==> config.mk <==
export PLATFORM = sky130hd
export DESIGN_NAME = vexriscv_dbus_responder
export DESIGN_NICKNAME = d
export VERILOG_FILES = /design/src/rtl/vexriscv_dbus_responder.sv
export SDC_FILE = /design/constraint.sdc
export NUM_CORES = 1
export LEC_CHECK = 0
export ABC_AREA = 1
export CAP_MARGIN = 5
export CELL_PAD_IN_SITES_DETAIL_PLACEMENT = 0
export CELL_PAD_IN_SITES_GLOBAL_PLACEMENT = 2
export CORE_MARGIN = 2
export CORE_UTILIZATION = 30
export CTS_BUF_LIST = sky130_fd_sc_hd__clkbuf_8
export DETAILED_ROUTE_END_ITERATION = 8
export PLACE_DENSITY_LB_ADDON = 0.15
export SLEW_MARGIN = 10
export SYNTH_ARGS = -nofsm -noshare
export SYNTH_HDL_FRONTEND = slang
export SYNTH_SLANG_ARGS = --single-unit
export TNS_END_PERCENT = 20
==> constraint.sdc <==
create_clock -name clock -period 5.18 [get_ports clock]
set_input_delay 0.777 -clock clock [delete_from_list [all_inputs] [get_ports clock]]
set_output_delay 0.777 -clock clock [all_outputs]
set_load 0.005 [all_outputs]
==> src/rtl/vexriscv_dbus_responder.sv <==
// Environment-side dBus slave for the VexRiscv harness: bounded-stall command accept, in-order read responses.
// Optional VEXRISCV_DBUS_ALIGN_CHECK_EN: misaligned reads answer with rsp_error, misaligned writes raise proto_err.
module vexriscv_dbus_responder #(
    parameter int DEPTH     = 4,
    parameter int MAX_STALL = 3
) (
    input  logic                   clock,
    input  logic                   reset,
    input  logic                   dBus_cmd_valid,
    output logic                   dBus_cmd_ready,
    input  logic                   dBus_cmd_payload_wr,
    input  logic [31:0]            dBus_cmd_payload_address,
    input  logic [31:0]            dBus_cmd_payload_data,
    input  logic [1:0]             dBus_cmd_payload_size,
    output logic                   dBus_rsp_ready,
    output logic [31:0]            dBus_rsp_data,
    output logic                   dBus_rsp_error,
    input  logic                   rand_cmd_accept,
    input  logic                   rand_rsp_fire,
    input  logic [31:0]            rand_rsp_data,
    output logic [$clog2(DEPTH):0] pending_count,
    output logic                   proto_err
);

    localparam int AW = $clog2(DEPTH);
    localparam int SW = $clog2(MAX_STALL + 1);
    localparam logic [AW:0]   DEPTH_V = DEPTH[AW:0];
    localparam logic [SW-1:0] STALL_V = MAX_STALL[SW-1:0];

    logic [AW:0]   wrPtr;
    logic [AW:0]   rdPtr;
    logic [AW:0]   count;
    logic [SW-1:0] cmdStall;
    logic [SW-1:0] headAge;
    logic          full;
    logic          headValid;
    logic          handshake;
    logic          push;
    logic          fire;
    logic          prevStalled;
    logic [66:0]   payload;
    logic [66:0]   prevPayload;
    logic          violation;

    assign count     = wrPtr - rdPtr;
    assign full      = (count == DEPTH_V);
    assign headValid = (count != '0);

    // Reset gates cmd_ready so the combinational path also reads 0 while reset is held.
    assign dBus_cmd_ready = !reset && !full && (rand_cmd_accept || cmdStall == STALL_V);
    assign handshake      = dBus_cmd_valid && dBus_cmd_ready;
    assign push           = handshake && !dBus_cmd_payload_wr;
    assign fire           = headValid && (rand_rsp_fire || headAge == STALL_V);
    assign pending_count  = count;

    always_ff @(posedge clock or posedge reset) begin
        if (reset) begin
            wrPtr    <= '0;
            rdPtr    <= '0;
            cmdStall <= '0;
            headAge  <= '0;
        end else begin
            if (push) begin
                wrPtr <= wrPtr + 1'b1;
            end
            if (fire) begin
                rdPtr <= rdPtr + 1'b1;
            end
            if (dBus_cmd_valid && !dBus_cmd_ready) begin
                cmdStall <= (cmdStall == STALL_V) ? cmdStall : cmdStall + 1'b1;
            end else begin
                cmdStall <= '0;
            end
            // A head at MAX_STALL always fires, so the age never needs saturation.
            if (fire || !headValid) begin
                headAge <= '0;
            end else begin
                headAge <= headAge + 1'b1;
            end
        end
    end

`ifdef VEXRISCV_DBUS_ALIGN_CHECK_EN
    function automatic logic isMisaligned(input logic [1:0] size, input logic [1:0] lo);
        return (size == 2'd1 && lo[0]) || (size == 2'd2 && lo != 2'd0);
    endfunction

    logic [1:0] sizeMem [DEPTH];
    logic [1:0] addrMem [DEPTH];
    logic       headMis;

    always_ff @(posedge clock) begin
        if (push) begin
            sizeMem[wrPtr[AW-1:0]] <= dBus_cmd_payload_size;
            addrMem[wrPtr[AW-1:0]] <= dBus_cmd_payload_address[1:0];
        end
    end

    assign headMis = isMisaligned(sizeMem[rdPtr[AW-1:0]], addrMem[rdPtr[AW-1:0]]);

    always_ff @(posedge clock or posedge reset) begin
        if (reset) begin
            dBus_rsp_ready <= 1'b0;
            dBus_rsp_data  <= '0;
            dBus_rsp_error <= 1'b0;
        end else begin
            dBus_rsp_ready <= fire;
            dBus_rsp_data  <= (fire && !headMis) ? rand_rsp_data : '0;
            dBus_rsp_error <= fire && headMis;
        end
    end
`else
    assign dBus_rsp_error = 1'b0;

    always_ff @(posedge clock or posedge reset) begin
        if (reset) begin
            dBus_rsp_ready <= 1'b0;
            dBus_rsp_data  <= '0;
        end else begin
            dBus_rsp_ready <= fire;
            dBus_rsp_data  <= fire ? rand_rsp_data : '0;
        end
    end
`endif

    assign payload = {dBus_cmd_payload_wr, dBus_cmd_payload_address,
                      dBus_cmd_payload_data, dBus_cmd_payload_size};

    always_comb begin
        violation = 1'b0;
        if (prevStalled && (!dBus_cmd_valid || payload != prevPayload)) begin
            violation = 1'b1;
        end
        if (dBus_cmd_valid && dBus_cmd_payload_size == 2'd3) begin
            violation = 1'b1;
        end
`ifdef VEXRISCV_DBUS_ALIGN_CHECK_EN
        if (dBus_cmd_valid && dBus_cmd_payload_wr &&
            isMisaligned(dBus_cmd_payload_size, dBus_cmd_payload_address[1:0])) begin
            violation = 1'b1;
        end
`endif
    end

    always_ff @(posedge clock or posedge reset) begin
        if (reset) begin
            prevStalled <= 1'b0;
            prevPayload <= '0;
            proto_err   <= 1'b0;
        end else begin
            prevStalled <= dBus_cmd_valid && !dBus_cmd_ready;
            prevPayload <= payload;
            proto_err   <= proto_err || violation;
        end
    end

endmodule

==> impl_metrics.json <==
{
  "ys_ff_latch": 112,
  "internal-power_mw": 1.63,
  "cellPowerDensity_nw_per_um2": 368,
  "synth_xor_area_share_pct": 4.77,
  "fp.dieH_um": 128,
  "cts_root_buf": "clkbuf_8",
  "track_usage_pct": 13.3,
  "placed_cell_area_um2": 6220,
  "syn-cell-area_um2": 4590,
  "clock_sinks": 112,
  "finalWirelength_mm": 10.0,
  "drt_iter0_markers": 121,
  "ys_types": 21,
  "hold_slack_ns": 0.445,
  "fmax_mhz": 296,
  "cts_hold_buf": 0,
  "cts_resized": 0,
  "total_leakage_power_nw": 3.28,
  "synth_top_area_share_pct": 61.0,
  "fin_area_um2": 6380,
  "synth_compound_area_share_pct": 3.05,
  "io_buffers": 141,
  "relSlewSlack_pct": 36.0,
  "antenna_found_initial": 0,
  "yosysWarnings": 0,
  "synth_area_leaders": "dfrtp_1, nand2_1, inv_1",
  "cts_setup_buffers": 0,
  "r2r_setup_slack_ns": 2.83,
  "report.final.hold_viol_count": 0,
  "clkPwrFrac_pct": 19.9,
  "drc": 0,
  "synth_fp_nets": 621,
  "finalCriticalPeriod_ns": 3.38,
  "grt_overflow": 0,
  "layout_common_cells": "clkdlybuf4s50_1, nand2_1, dfrtp_1",
  "wire_per_inst_um": 11.7,
  "ys_seq_area_share_pct": 61.0,
  "syn_inst": 511,
  "cts_buffers": 9,
  "final_common_cell": "clkdlybuf4s50_1",
  "finalCritPeriodShare_pct": 65.3,
  "crit_path_end_kind": "output port",
  "yosysTopAreaCell": "dfrtp_1",
  "fin_nets": 771,
  "fin_util_pct": 42.3,
  "max_cap_violations": 0,
  "combPwrFrac_pct": 33.4,
  "clock_path_buffers": 2,
  "fp-row-count": 45,
  "via_per_inst": 4.01,
  "clkLatencyLatePin_ns": 0.38,
  "grt_max_degree": 50,
  "dp_hpwl_mm": 7.42,
  "dp.cells": 838,
  "synth_fa_ha_area_share_pct": 1.80,
  "worstHoldPathType": "reg2reg",
  "cp-start-kind": "register",
  "cts_tree": "built",
  "tightest_slew_ns": 0.957,
  "p_sw_mw": 0.719,
  "ir_drop_mv": 0.348,
  "sequentialPowerShare_pct": 46.6,
  "io_pins": 143,
  "grt_pass1_wl_mm": 16.8,
  "syn-mean-instance-area_um2": 8.99,
  "path_clk_slew_ns": 0.11,
  "setup_tns_ns": 0,
  "critPathRequiredTime_ns": 4.40,
  "synth_simple_gate_area_share_pct": 19.1,
  "finClkSkew_ns": 0.00932,
  "worstPathMaxFanout": 5,
  "synth_top_family_by_area": "simple AND/OR/NAND/NOR gates",
  "via_count": 3418,
  "grt_pass1_vias": 3512,
  "h-tree-depth": 3,
  "path_class": "reg2out",
  "place_congestion": 0.697,
  "maxSlewViolCount": 0,
  "finalNonFillerCells": 853,
  "switching_share_pct": 30.6,
  "rsz0062_at_grt": "false",
  "design.core.area_um2": 15100,
  "dieArea_um2": 16300,
  "dr.pass1.iters": 4,
  "cp.arrival_ns": 2.60,
  "setup_violations": 0,
  "fp.dieW_um": 128,
  "area_growth_pct": 38.9,
  "diodes": 0,
  "outcome": "completed",
  "initial_core_util_pct": 30.4,
  "ant_nets": 0,
  "layout-drive-gt1-share_pct": 3.31,
  "muxShareOfSynthArea_pct": 0.218
}
worst max-delay path: stages (launching register included):
cell	delay, ns
dfrtp_1	0.39
inv_1	0.07
ha_1	0.20
fa_1	0.37
xor2_1	0.23
xor2_1	0.23
nand3_1	0.13
nand2_2	0.09
inv_2	0.06
clkdlybuf4s50_1	0.44
layout make-up:
type | count | area [um2]
clock buffer | 9 | 124
fill | 1527 | 8710
clock inverter | 6 | 38.8
tap | 188 | 235
sequential | 112 | 2800
inverter | 111 | 419
timing repair buffer | 143 | 1430
multi-input combinational | 284 | 1330
kinds of logic after synthesis:
logic type,count (synthesis)
and+or+nand+nor,226
buffers and inverters,115
DFF,112
AOI/OAI and AO/OA,25
xor gates and xnor gates,25
adders and majority gates,6
other,1
muxes,1
state kept, by name, summed over array words and instances, names as in the netlist:
signal,flops
prevStalled,1
prevPayload,67
cmdStall,2
proto_err,1
wrPtr,3
dBus_rsp_data,32
rdPtr,3
dBus_rsp_ready,1
headAge,2
metrics by stage:
stage	power (mW)	setup WS, ns
after floorplan	1.48	1.44
after global placement	1.90	2.25
after detailed placement	1.91	2.20
after CTS	2.41	1.73
after global routing	2.54	1.56
final	2.35	1.80
metal layers:
metal  GRT usage, %  wire, um  up-vias
li1               -         -     1770
met1           15.1      4360     1544
met2           21.1      4410       96
met3           7.85      1120        8
met4           3.88       118        0
met5              0         0        -
power groups by stage:
stage	clock, mW	sequential (mW)	combinational [mW]
final	0.469	1.10	0.786
after floorplan	0	1.12	0.363
after global routing	0.537	1.11	0.885
after CTS	0.506	1.10	0.806
after detailed placement	0	1.12	0.797
after global placement	0	1.11	0.793
Yosys cell counts, drive strengths merged:
master and count:
ha 5, buf 4, mux2i 1, xor2 16, inv 111, dfrtp 112, nand3b 1, fa 1
nand2 117, conb 1, nand3 9, xnor2 9, a31o 1, o21ai 24, nor2 99
worst paths after layout:
path	to	startpoint	depth (start not counted)
max	dBus_cmd_ready	wrPtr[0]$_DFFE_PP0P_	9
min	headAge[0]$_DFF_PP0_	headAge[0]$_DFF_PP0_	1
max reg2reg	rdPtr[1]$_DFFE_PP0N_	wrPtr[0]$_DFFE_PP0P_	10
min reg2reg	headAge[0]$_DFF_PP0_	headAge[0]$_DFF_PP0_	1
max in group asynchronous	prevPayload[39]$_DFF_PP0_	reset	3
min in group asynchronous	cmdStall[0]$_DFFE_PP0P_	reset	2
Note: power is estimated with default switching activity, not from simulation.
